===== src/rtl/retire.sv =====
// ---------------------------------------------------------------------------
// retire -- in-order retirement stage.
//
// Accepts one completed result per cycle from the execution units. A result
// whose tag matches the current instruction-stream tag is live. A live result
// can write the register bank, redirect fetch, or do both. A result with any
// other tag is stale and is dropped. Each live redirect advances the stream
// tag. The stage then spends one REDIRECT cycle, with in_ready low, while
// fetch restarts.
//
// Optional feature: define RETIRE_COUNT_EN to add the retired_cnt output.
// retired_cnt is a 32-bit wrapping count of live accepted results.
//
// Ports
//   clk          in   1   clock, rising edge
//   reset        in   1   asynchronous, active-low reset
//   in_valid     in   1   a completed result is presented
//   in_ready     out  1   result is accepted this cycle (high in RUN)
//   in_tag       in   4   instruction-stream tag of the result
//   in_wb        in   1   result writes a destination register
//   in_rd        in   5   destination register index
//   in_data      in  32   result value
//   in_jump      in   1   result redirects the PC
//   in_target    in  32   redirect target
//   reg_we       out  1   register-bank write strobe
//   reg_addr     out  5   register-bank write index
//   reg_data     out 32   register-bank write data
//   set_pc       out  1   one-cycle pulse: fetch loads new_pc
//   new_pc       out 32   redirect address (holds between pulses)
//   cur_tag      out  4   tag of the currently valid stream
//   retired_cnt  out 32   live results retired (RETIRE_COUNT_EN only)
//   discard_cnt  out 16   saturating count of dropped stale results
// ---------------------------------------------------------------------------
module retire #(
  parameter logic [31:0] RESET_PC = 32'h0000_0000
) (
  input  logic        clk,
  input  logic        reset,
  input  logic        in_valid,
  output logic        in_ready,
  input  logic [3:0]  in_tag,
  input  logic        in_wb,
  input  logic [4:0]  in_rd,
  input  logic [31:0] in_data,
  input  logic        in_jump,
  input  logic [31:0] in_target,
  output logic        reg_we,
  output logic [4:0]  reg_addr,
  output logic [31:0] reg_data,
  output logic        set_pc,
  output logic [31:0] new_pc,
  output logic [3:0]  cur_tag,
`ifdef RETIRE_COUNT_EN
  output logic [31:0] retired_cnt,
`endif
  output logic [15:0] discard_cnt
);

  localparam logic [0:0] ST_RUN      = 1'b0;
  localparam logic [0:0] ST_REDIRECT = 1'b1;

  logic [0:0]  state_q,       state_d;
  logic [3:0]  cur_tag_q,     cur_tag_d;
  logic        reg_we_q,      reg_we_d;
  logic [4:0]  reg_addr_q,    reg_addr_d;
  logic [31:0] reg_data_q,    reg_data_d;
  logic        set_pc_q,      set_pc_d;
  logic [31:0] new_pc_q,      new_pc_d;
  logic [15:0] discard_cnt_q, discard_cnt_d;
`ifdef RETIRE_COUNT_EN
  logic [31:0] retired_cnt_q, retired_cnt_d;
`endif

  logic accept;
  logic live;
  logic stale;

  assign in_ready = (state_q == ST_RUN);
  assign accept   = in_valid && in_ready;
  // cur_tag_q is the pre-increment tag. A redirect in this same transfer
  // only takes effect at the next edge.
  assign live     = accept && (in_tag == cur_tag_q);
  assign stale    = accept && (in_tag != cur_tag_q);

  // NOTE: every signal assigned in this block gets a default first, so no
  // path leaves it unassigned and no latch is inferred.
  always_comb begin
    state_d       = state_q;
    cur_tag_d     = cur_tag_q;
    reg_we_d      = 1'b0;
    reg_addr_d    = reg_addr_q;
    reg_data_d    = reg_data_q;
    set_pc_d      = 1'b0;
    new_pc_d      = new_pc_q;
    discard_cnt_d = discard_cnt_q;
`ifdef RETIRE_COUNT_EN
    retired_cnt_d = retired_cnt_q;
`endif

    // x0 is hardwired to zero, so a write to it is dropped here.
    if (live && in_wb && (in_rd != 5'd0)) begin
      reg_we_d   = 1'b1;
      reg_addr_d = in_rd;
      reg_data_d = in_data;
    end

    // The write and the redirect are independent. A jump-and-link does both
    // in the same cycle.
    if (live && in_jump) begin
      set_pc_d  = 1'b1;
      new_pc_d  = {in_target[31:1], 1'b0};
      cur_tag_d = cur_tag_q + 4'd1;  // 4-bit wrap: 15 -> 0
    end

    if (stale && (discard_cnt_q != 16'hFFFF)) begin
      discard_cnt_d = discard_cnt_q + 16'd1;
    end

`ifdef RETIRE_COUNT_EN
    if (live) begin
      retired_cnt_d = retired_cnt_q + 32'd1;
    end
`endif

    case (state_q)
      ST_RUN:      if (live && in_jump) state_d = ST_REDIRECT;
      ST_REDIRECT: state_d = ST_RUN;
      default:     state_d = ST_RUN;
    endcase
  end

  // NOTE: state registers use non-blocking assignments only. All flops then
  // sample their _d values together at the edge, with no ordering races.
  // The asynchronous reset clears a pending REDIRECT, so no set_pc pulse
  // follows reset release.
  always_ff @(posedge clk or negedge reset) begin
    if (!reset) begin
      state_q       <= ST_RUN;
      cur_tag_q     <= 4'd0;
      reg_we_q      <= 1'b0;
      reg_addr_q    <= 5'd0;
      reg_data_q    <= 32'd0;
      set_pc_q      <= 1'b0;
      new_pc_q      <= RESET_PC;
      discard_cnt_q <= 16'd0;
`ifdef RETIRE_COUNT_EN
      retired_cnt_q <= 32'd0;
`endif
    end else begin
      state_q       <= state_d;
      cur_tag_q     <= cur_tag_d;
      reg_we_q      <= reg_we_d;
      reg_addr_q    <= reg_addr_d;
      reg_data_q    <= reg_data_d;
      set_pc_q      <= set_pc_d;
      new_pc_q      <= new_pc_d;
      discard_cnt_q <= discard_cnt_d;
`ifdef RETIRE_COUNT_EN
      retired_cnt_q <= retired_cnt_d;
`endif
    end
  end

  assign reg_we      = reg_we_q;
  assign reg_addr    = reg_addr_q;
  assign reg_data    = reg_data_q;
  assign set_pc      = set_pc_q;
  assign new_pc      = new_pc_q;
  assign cur_tag     = cur_tag_q;
  assign discard_cnt = discard_cnt_q;
`ifdef RETIRE_COUNT_EN
  assign retired_cnt = retired_cnt_q;
`endif

endmodule


===== config.mk =====
export PLATFORM = sky130hd
export DESIGN_NAME = retire
export DESIGN_NICKNAME = d
export VERILOG_FILES = /design/src/rtl/retire.sv
export SDC_FILE = /design/constraint.sdc
export NUM_CORES = 1
export LEC_CHECK = 0
export CAP_MARGIN = 5
export CORE_ASPECT_RATIO = 0.8
export CORE_MARGIN = 1.5
export CORE_UTILIZATION = 25
export DETAILED_ROUTE_END_ITERATION = 8
export SYNTH_ARGS = -nofsm -noshare
export SYNTH_HDL_FRONTEND = slang
export SYNTH_SLANG_ARGS = --single-unit

===== constraint.sdc =====
create_clock -name clk -period 2.2 [get_ports clk]
set_input_delay 0.44 -clock clk [delete_from_list [all_inputs] [get_ports clk]]
set_output_delay 0.44 -clock clk [all_outputs]
set_load 0.01 [all_outputs]

* Word level (Yosys, flattened, before mapping)
Cells that the tools add are included.
** Word-level totals
- Logic and storage cells :: 25
- Register bits after elaboration :: 91
- Input port bits :: 78
- Output and inout port bits :: 92
** Operators by class
- Reduce and logical (&&, ||, !) cells :: 8
- Bitwise gates (word level) :: 1
- Equality and inequality tests :: 3
- Mux-type cells :: 3
- Add/sub/neg operators :: 2
** Operators with widths (count)
- 16-bit by 1-bit adder with 16-bit output (second input constant) :: 1
- 16-bit != test (second input constant) :: 1
- 1-bit logical AND :: 7
- 5-bit nonzero test :: 1
- 4-bit by 1-bit adder with 4-bit output (second input constant) :: 1
- 4-bit == test :: 1
- 4-bit != test :: 1
- 1-bit two-way mux :: 2
- 1-bit one-hot mux with 2 select lines :: 1
- 1-bit NOT :: 1

* Longest topological paths before layout
Gate-level depths: netlist (run 1).
- Word-level depth :: 6
- Depth in mapped cells :: 6
- Gate-level depth less buffers :: 5

* Worst setup path after synthesis (run 1)
No wires, ideal clock.
- Kind :: register to register
- Start :: reg cur_tag_q[2] (netlist: cur_tag[2])
- End :: reg reg_addr_q[0] (netlist: reg_addr[0])
- Arrival time :: 1.745 ns
- Cell stages (with the launch flop) :: 7
- Data required time :: 2.075 ns
- Path slack :: 0.330 ns
- Path through :: dfrtp_1 xor2_1 nor3b_2 and4_4 buf_12 buf_12 mux2_4
** Between the ends
- Word-level cells in the longest chain between the ends :: 4
** Ends and longest elaborated chain
- start, declared :: RTL line 63 : logic [3:0] cur_tag_q, cur_tag_d;
- start signal, assigned :: RTL line 151 : cur_tag_q <= cur_tag_d;
- 4-bit == test :: RTL line 82 : assign live = accept && (in_tag == cur_tag_q);
- 1-bit logical AND :: RTL line 82
- 1-bit logical AND (2 in series) :: RTL line 101 : if (live && in_wb && (in_rd != 5'd0)) begin
- end signal, assigned :: RTL line 153 : reg_addr_q <= reg_addr_d;
- end, declared :: RTL line 65 : logic [4:0] reg_addr_q, reg_addr_d;
No other way between the ends.
A chain may end at the register's enable or synchronous reset.

* Final worst setup path (run 1)
- Start :: in in_valid
- End :: reg reg_addr_q[3] (netlist: reg_addr[3])
** Between the ends
- Word-level cells in the longest chain between the ends :: 4
** Ends and longest elaborated chain
- start, declared :: RTL line 39 : input logic in_valid,
- 1-bit logical AND :: RTL line 79 : assign accept = in_valid && in_ready;
- 1-bit logical AND :: RTL line 82
- 1-bit logical AND (2 in series) :: RTL line 101
No other way between the ends.

==> results of run 1 <==
-- worst max-delay path, stage by stage --
cell	delay, ns
clkdlybuf4s50_1	0.45
nor2b_1	0.18
nor3b_2	0.27
and4_4	0.35
buf_4	0.20
mux2_4	0.31
-- cells in the final DEF (no fill, tap or decap), types with 2 or more instances in the layout --
cell / netlist / routed
xnor2_1: 4 / 4
buf_4: 3 / 9
clkbuf_16: 0 / 9
and4bb_2: 2 / 2
buf_12: 3 / 7
nor4_1: 8 / 8
nor2_1: 4 / 4
inv_1: 6 / 6
nand3_1: 6 / 6
nand2_1: 4 / 4
and4_1: 2 / 2
mux2_2: 46 / 46
dfrtp_1: 91 / 91
and3_1: 4 / 3
ha_1: 2 / 2
xor2_1: 16 / 16
clkdlybuf4s50_1: 0 / 166
mux2_4: 20 / 20
mux2_1: 4 / 4
bufinv_16: 0 / 2
nor3_1: 3 / 3
o21ai_0: 2 / 2
nand4_1: 6 / 6
-- power by group --
group	leakage [nW]	switching (W)	internal [W]
registers	1.15	0.000474	0.00241
clock network	0.161	0.000663	0.00104
logic	1.35	0.00106	0.00205
-- cell type report --
type	count	area share [%]
flip-flops and latches	91	37.0
multi-input cells	144	23.0
repair buffers	182	30.4
clock inverters	6	1.57
well taps	189	3.84
clock buffers	10	3.88
inverters	6	0.366
-- layer usage --
metal | track usage (%) | up-vias
met5 | 0 | -
met2 | 18.7 | 96
met3 | 3.86 | 13
met1 | 16.0 | 1310
li1 | - | 1262
met4 | 4.95 | 0
-- cell families after synthesis --
| logic type | Yosys count | synth area share [%] |
|---|---|---|
| adders and majority gates | 2 | 0.652 |
| AOI/OAI and AO/OA | 3 | 0.684 |
| xor gates and xnor gates | 20 | 4.56 |
| and+or+nand+nor | 47 | 8.05 |
| DFF | 91 | 59.3 |
| muxes | 71 | 22.7 |
| buffers and inverters | 16 | 3.91 |
| other | 1 | 0.0977 |
-- flip-flops by register name (all words and copies together) (netlist names) --
name	flops
set_pc	1
new_pc	31
reg_we	1
discard_cnt	16
state_q	1
cur_tag	4
reg_addr	5
reg_data	32
-- path summary, 6_finish.rpt --
check / from / end / slack, ns / cells past startpoint
max: in_valid / reg_addr[3] / 0.23 / 6
min: reset / reg_data[28] / 0.05 / 1
max reg2reg: discard_cnt[0] / discard_cnt[1] / 0.32 / 5
min reg2reg: new_pc[7] / new_pc[7] / 0.49 / 1
max in group asynchronous: reset / new_pc[31] / 1.46 / 2
min in group clk: new_pc[7] / new_pc[7] / 0.49 / 1
-- stage by stage --
stage	total power, W	cells	area, um^2	TNS [ns]	utilization, %
floorplan	0.00412	251	3840	0	-
global placement	0.00600	612	5820	-8.09	38.8
detailed placement	0.00606	612	5820	-7.91	38.8
CTS	0.00784	628	6150	0	41.0
global route	0.00819	628	6150	0	41.0
finish	0.00770	628	6150	0	41.0
==> results.sh, run 1 <==
export IMPL_ys_ff_latch=91
export IMPL_ys_warnings_count=0
export IMPL_nets=514
export IMPL_final_antenna_net_count=0
export IMPL_drt_iter0_markers=97
export IMPL_grt_pass1_wl_um=15100
export IMPL_gp_congestion=0.780
export IMPL_place_ws_ns=-0.153
export IMPL_ioPinCount=170
export IMPL_synth_top_cell_by_area="dfrtp_1"
export IMPL_die_width_um=142
export IMPL_wl_met2_um=4240
export IMPL_ff_latch_area_um2=2280
export IMPL_core_region_area_um2=15000
export IMPL_post_route_min_period_ns=1.97
export IMPL_grt_pass1_vias=2865
export IMPL_clock_path_buffers=2
export IMPL_arrival_ns=2.19
export IMPL_diodes=0
export IMPL_firstDrtPassIters=4
export IMPL_cts_hold_buf=0
export IMPL_synth_edf_count=0
export IMPL_end_kind="flip-flop"
export IMPL_cts_tree="done"
export IMPL_synth_most_common_cell="dfrtp_1"
export IMPL_grt_start_max_net_pins=35
export IMPL_wl_um=9240
export IMPL_hpwl_um=6990
export IMPL_routed_via_density=4.27
export IMPL_drv_slew=0
export IMPL_p_leak_nw=2.66
export IMPL_start_kind="input pin"
export IMPL_die_area_um2=16100
export IMPL_wl_per_cell_um=14.7
export IMPL_required_ns=2.43
export IMPL_wl_met3_um=602
export IMPL_synthFlopType="dfrtp_1"
export IMPL_netlist_top_cells_area="dfrtp_1 (59%), mux2_2 (13%), mux2_4 (7.8%)"
export IMPL_h_tree_depth=3
export IMPL_clock_sinks=91
export IMPL_drc=0
export IMPL_slew_headroom_pct=59.6
export IMPL_ys_seq_area_share_pct=59.3
export IMPL_criticalPathCategory="in -> reg"
export IMPL_cp_max_fo=5
export IMPL_post_cts_setup_buffer_count=0
export IMPL_clk_pin_slew_worst_paths_ns=0.06
export IMPL_wl_met1_um=4240
export IMPL_drive_above_1_share_pct=24.4
export IMPL_port_buffers=167
export IMPL_cts_resized=0
export IMPL_via_count=2681
export IMPL_synthesis_nets=331
export IMPL_grt_util_all_layers_pct=12.2
export IMPL_hold_ws_ns=0.0489
export IMPL_min_path_type="in -> async"
export IMPL_root_buffer="clkbuf_16"
export IMPL_finalHoldViolations=0
export IMPL_ys_types=32
export IMPL_area_delta_synth_final_pct=60.3
export IMPL_yosys_top_cells_count="dfrtp_1 (91), mux2_2 (46), mux2_4 (20), xor2_1 (16), nor4_1 (8)"
export IMPL_syn_avg_cell_area_um2=15.3
export IMPL_skew_ns=0.00289
export IMPL_grt_antenna_before_repair=0
export IMPL_max_freq_ghz=0.508
export IMPL_tightestPinTransition_ns=0.601
export IMPL_min_period_over_period_pct=89.5
export IMPL_cts_buffers=9
export IMPL_gr_total_overflow=0
export IMPL_die_y_um=114
export IMPL_grt_setup_unrepaired="no"
export IMPL_n_fill_cell=1414
export IMPL_clkLatencyLatePin_ns=0.34
export IMPL_run_status="finished clean"
export IMPL_async_flop_share_pct=100
export IMPL_setup_viol=0
export IMPL_setup_slack_ns=0.232
export IMPL_vdd_ir_drop_max_v=0.000562
export IMPL_p_per_area_nw_per_um2=1250
export IMPL_synthesis_area_um2=3840
export IMPL_top_layer="met4"
export IMPL_start_util_pct=25.6
export IMPL_cap_violations=0
export IMPL_multi_input_area_um2=1410
export IMPL_synthCells=251
export IMPL_num_rows=40
export IMPL_synth_top_area_share_pct=59.3
Power figures use the tool's default switching activity.
==> run 2: changes to the inputs <==
Settings changed: GPL_TIMING_DRIVEN set to 0.
==> run 2 against run 1 <==
Against the previous run: cell area fell by 0.85%; clock-buffer cell count fell by 1; sequential cell count did not move; via count fell by 0.52%; global-route usage fell by 0.41 points; sequential share of layout area rose by 0.32 points; core utilization fell by 0.35 points; first-iteration DRC count fell by 37%; highest routed layer unchanged.
==> results.sh, run 2 (synthesized netlist as in run 1, its figures left out) <==
export IMPL_nets=511
export IMPL_p_sw_share_pct=29.3
export IMPL_drc=0
export IMPL_start_kind="input pin"
export IMPL_setup_slack_ns=0.133
export IMPL_max_freq_ghz=0.484
export IMPL_hold_ws_ns=0.0509
export IMPL_grt_start_max_net_pins=59
export IMPL_share_comb_of_total_power_pct=41.0
export IMPL_vdd_ir_drop_max_v=0.000435
export IMPL_wl_per_cell_um=14.6
export IMPL_num_rows=40
export IMPL_p_int_w=0.00533
export IMPL_drive_above_1_share_pct=23.9
export IMPL_p_per_area_nw_per_um2=1230
export IMPL_wl_um=9140
export IMPL_root_buffer="clkbuf_16"
export IMPL_grt_pass1_wl_um=14500
export IMPL_clk_pin_slew_worst_paths_ns=0.06
export IMPL_final_antenna_net_count=0
export IMPL_die_width_um=142
export IMPL_gp_congestion=0.754
export IMPL_clock_sinks=91
export IMPL_arrival_ns=2.29
export IMPL_grt_util_all_layers_pct=11.8
export IMPL_ioPinCount=170
export IMPL_finalHoldViolations=0
export IMPL_rr_startpoint="discard_cnt[0]"
export IMPL_grt_antenna_before_repair=0
export IMPL_core_region_area_um2=15000
export IMPL_min_period_over_period_pct=94.0
export IMPL_end_kind="flip-flop"
export IMPL_diodes=0
export IMPL_drt_iter0_markers=61
export IMPL_run_status="finished clean"
export IMPL_grt_pass1_vias=2706
export IMPL_area_delta_synth_final_pct=58.9
export IMPL_tightestPinTransition_ns=0.584
export IMPL_h_tree_depth=3
export IMPL_grt_setup_unrepaired="yes"
export IMPL_slew_headroom_pct=60.8
export IMPL_clkPwrFrac_pct=20.7
export IMPL_largest_reg_flops=32
export IMPL_firstDrtPassIters=4
export IMPL_die_y_um=114
export IMPL_cts_hold_buf=0
export IMPL_p_leak_nw=2.63
export IMPL_via_count=2667
export IMPL_die_area_um2=16100
export IMPL_gr_total_overflow=0
export IMPL_required_ns=2.42
export IMPL_switchingPower_w=0.00220
export IMPL_r2r_setup_slack_ns=0.20
export IMPL_n_fill_cell=1418
export IMPL_power_frac_seq_pct=38.4
export IMPL_cp_max_fo=10
export IMPL_cap_violations=0
export IMPL_hpwl_um=6940
export IMPL_start_util_pct=25.6
export IMPL_clkLatencyLatePin_ns=0.34
export IMPL_criticalPathCategory="in -> reg"
export IMPL_setup_viol=0
export IMPL_cts_tree="done"
export IMPL_clock_path_buffers=2
export IMPL_drv_slew=0
export IMPL_final_common_cell="clkdlybuf4s50_1"
export IMPL_worstRegToRegCells=5
export IMPL_post_route_min_period_ns=2.07
export IMPL_port_buffers=167
export IMPL_min_path_type="in -> async"
export IMPL_p_total_w=0.00753
export IMPL_worstReg2RegEnd="discard_cnt[1]"
export IMPL_cts_buffers=9
export IMPL_place_ws_ns=-0.333
export IMPL_skew_ns=0.00576
export IMPL_routed_via_density=4.27
export IMPL_layout_common_cells="clkdlybuf4s50_1 (166), dfrtp_1 (91), mux2_2 (46), mux2_4 (20), xor2_1 (16)"
## run 2: timing repair
action                                  CTS  global route
setup buffers                             0             1
endpoints found under the setup margin    0            56
endpoints found under the hold margin     0             0
gates resized for setup                   0             3
## run 2: worst max-delay path: stages
cell	delay (ns)
clkdlybuf4s50_1	0.45
nor2b_2	0.22
nor3b_4	0.28
and3_1	0.19
buf_4	0.19
buf_6	0.17
mux2_2	0.35
## run 2: worst max-delay path by stage
stage	from	endpoint	slack, ns
after global placement	reset	new_pc[5]	-2.75
after floorplan	cur_tag[2]	reg_addr[0]	0.33
after CTS	in_valid	new_pc[8]	0.04
after global routing	in_valid	new_pc[8]	-0.009
final	in_valid	new_pc[17]	0.13
after detailed placement	in_valid	new_pc[17]	-0.33
## run 2: metrics by stage
stage	instances	instance area [um^2]	util, %	setup TNS [ns]
finish	625	6100	40.6	0
global route	625	6100	40.6	-0.0200
CTS	624	6070	40.5	0
detailed placement	608	5770	38.5	-22.50
global placement	607	5750	38.3	-270.96
floorplan	251	3840	-	0
## run 2: final cells by class
type                    count  area [um^2]  area share [%]
flip-flops and latches     91         2280            37.3
repair buffers            169         1700            27.9
multi-input cells         144         1430            23.5
well taps                 189          236            3.88
clock buffers               9          225            3.69
plain buffers              10          128            2.09
clock inverters             7         76.3            1.25
inverters                   6         22.5           0.369
## run 2: routing by layer
metal	up-vias	global-route usage, %	wire [um]
li1	1253	-	-
met1	1315	15.1	4240
met2	91	18.1	4180
met3	8	4.24	567
met4	0	4.54	150
met5	-	0	0
## run 2: power groups by stage
stage / clock network, W / logic (W) / registers [W]
6_report: 0.00156 / 0.00309 / 0.00289
5_1_grt: 0.00171 / 0.00329 / 0.00299
4_1_cts: 0.00163 / 0.00312 / 0.00290
3_5_place_dp: 0 / 0.00310 / 0.00292
3_3_place_gp: 0 / 0.00308 / 0.00289
2_1_floorplan: 0 / 0.000895 / 0.00322
==> run 3: changes to the inputs <==
Settings changed: ABC_CLOCK_PERIOD_IN_PS set to 2400, SLEW_MARGIN set to 30.
Clock period 2.2 ns to 2.4 ns, I/O delays scaled along.
==> run 3 against run 2 <==
Against the previous run: clock power is 8% lower; final cell count is 0.16% lower; sequential cell count stayed put; combinational power is 9.1% lower; routed wire length hardly changed; global-route usage is 0.089 points higher; sequential share of layout area is 0.14 points higher; sequential power is 8.3% lower; core utilization is 0.15 points lower; register-to-register slack better by 0.14 ns; critical path type unchanged; critical endpoint is now new_pc[8].
==> results.sh, run 3 (synthesized netlist as in run 1, its figures left out) <==
export IMPL_final_cells=624
export IMPL_grt_pass1_wl_um=14500
export IMPL_utilization_pct=40.5
export IMPL_grt_setup_unrepaired="no"
export IMPL_min_period_over_period_pct=90.9
export IMPL_multi_input_area_um2=1410
export IMPL_arrival_ns=2.40
export IMPL_grt_antenna_before_repair=0
export IMPL_largest_reg_flops=32
export IMPL_diodes=0
export IMPL_die_y_um=114
export IMPL_cts_hold_buf=0
export IMPL_wl_per_cell_um=14.6
export IMPL_tightestPinTransition_ns=0.733
export IMPL_cp_max_fo=10
export IMPL_drive_above_1_share_pct=23.4
export IMPL_setup_viol=0
export IMPL_wl_um=9140
export IMPL_area_delta_synth_final_pct=58.3
export IMPL_r2r_setup_slack_ns=0.34
export IMPL_drv_slew=0
export IMPL_ff_latch_area_um2=2280
export IMPL_clock_sinks=91
export IMPL_drc=0
export IMPL_grt_start_max_net_pins=59
export IMPL_criticalPathCategory="in -> reg"
export IMPL_run_status="finished clean"
export IMPL_firstDrtPassIters=4
export IMPL_p_leak_nw=2.62
export IMPL_cts_tree="done"
export IMPL_num_rows=40
export IMPL_via_count=2623
export IMPL_nets=510
export IMPL_slew_headroom_pct=50.6
export IMPL_gp_congestion=0.754
export IMPL_min_path_type="in -> async"
export IMPL_placed_area_um2=5780
export IMPL_post_cts_setup_buffer_count=0
export IMPL_critPathSlowestCell="clkdlybuf4s50_1"
export IMPL_tns_ns=0
export IMPL_cp_startpoint="in_valid"
export IMPL_end_kind="flip-flop"
export IMPL_final_antenna_net_count=0
export IMPL_core_region_area_um2=15000
export IMPL_die_area_um2=16100
export IMPL_cap_violations=0
export IMPL_cts_buffers=9
export IMPL_gr_total_overflow=0
export IMPL_root_buffer="clkbuf_16"
export IMPL_numPlacedInstances=608
export IMPL_rr_startpoint="discard_cnt[0]"
export IMPL_clock_path_buffers=2
export IMPL_grt_util_all_layers_pct=11.9
export IMPL_worstReg2RegEnd="discard_cnt[1]"
export IMPL_die_width_um=142
export IMPL_skew_ns=0.00738
export IMPL_hpwl_um=6890
export IMPL_routed_via_density=4.20
export IMPL_grt_pass1_vias=2779
export IMPL_max_stage_delay_ns=0.45
export IMPL_start_kind="input pin"
export IMPL_p_per_area_nw_per_um2=1130
export IMPL_clkLatencyLatePin_ns=0.34
export IMPL_layout_common_cells="clkdlybuf4s50_1 (166), dfrtp_1 (91), mux2_2 (46), mux2_4 (20), xor2_1 (16)"
export IMPL_n_fill_cell=1387
export IMPL_required_ns=2.62
export IMPL_worstPathCellList="clkdlybuf4s50_1 > nor2b_1 > nor3b_2 > and3_1 > buf_4 > buf_6 > mux2_2"
export IMPL_finalHoldViolations=0
export IMPL_h_tree_depth=3
export IMPL_worstRegToRegCells=5
export IMPL_ioPinCount=170
export IMPL_critPathCapture="new_pc[8]"
export IMPL_start_util_pct=25.6
export IMPL_drt_iter0_markers=70
export IMPL_clk_pin_slew_worst_paths_ns=0.06
export IMPL_max_freq_ghz=0.459
export IMPL_final_common_cell="clkdlybuf4s50_1"
export IMPL_cts_resized=0
export IMPL_port_buffers=167
export IMPL_final_cell_area_um2=6080
export IMPL_post_route_min_period_ns=2.18
export IMPL_vdd_ir_drop_max_v=0.000348
-- run 3: cell count changes in the layout (fill, tap and decap cells not counted), sizes merged --
cell,before,now
clkinvlp,2,1
buf,13,12
inv,8,7
clkinv,2,4
-- run 3: how the worst min path moves through the flow --
stage	end	slack (ns)
2_1_floorplan	cur_tag[0]	0.18
3_3_place_gp	new_pc[22]	0.47
3_5_place_dp	reg_data[0]	0.40
6_report	reg_data[0]	0.02
5_1_grt	reg_data[0]	0.02
4_1_cts	reg_data[0]	0.02
-- run 3: where the power goes --
group | switching (W) | total, W | leakage (nW) | internal [W]
combinational | 0.000957 | 0.00281 | 1.32 | 0.00185
clock | 0.000613 | 0.00143 | 0.146 | 0.000814
sequential | 0.000436 | 0.00265 | 1.15 | 0.00221
-- run 3: layout make-up --
| type | instances | area share, % |
|---|---|---|
| buffer | 10 | 2.10 |
| inverter | 6 | 0.370 |
| multi-input combinational | 144 | 23.2 |
| timing repair buffer | 168 | 28.0 |
| sequential | 91 | 37.5 |
| clock buffer | 9 | 3.70 |
| tap | 189 | 3.89 |
| clock inverter | 7 | 1.28 |
-- run 3: metrics by stage --
step	worst slack [ns]	hold slack (ns)	total power, W
floorplan	0.523	0.184	0.00377
global placement	-2.59	0.472	0.00547
detailed placement	-0.171	0.397	0.00552
CTS	0.194	0.0199	0.00701
global route	0.0399	0.0237	0.00732
finish	0.219	0.0237	0.00688
-- run 3: routing by layer --
| metal | GRT usage [%] | wire, um |
|---|---|---|
| met5 | 0 | 0 |
| met1 | 14.9 | 4170 |
| met4 | 4.54 | 147 |
| met2 | 18.7 | 4190 |
| met3 | 4.28 | 632 |
-- run 3: worst max-delay path: cells and delay by family --
family,cells,cell delay [ns]
and+or+nand+nor,3,0.76
muxes,1,0.34
buffers and inverters,3,0.81
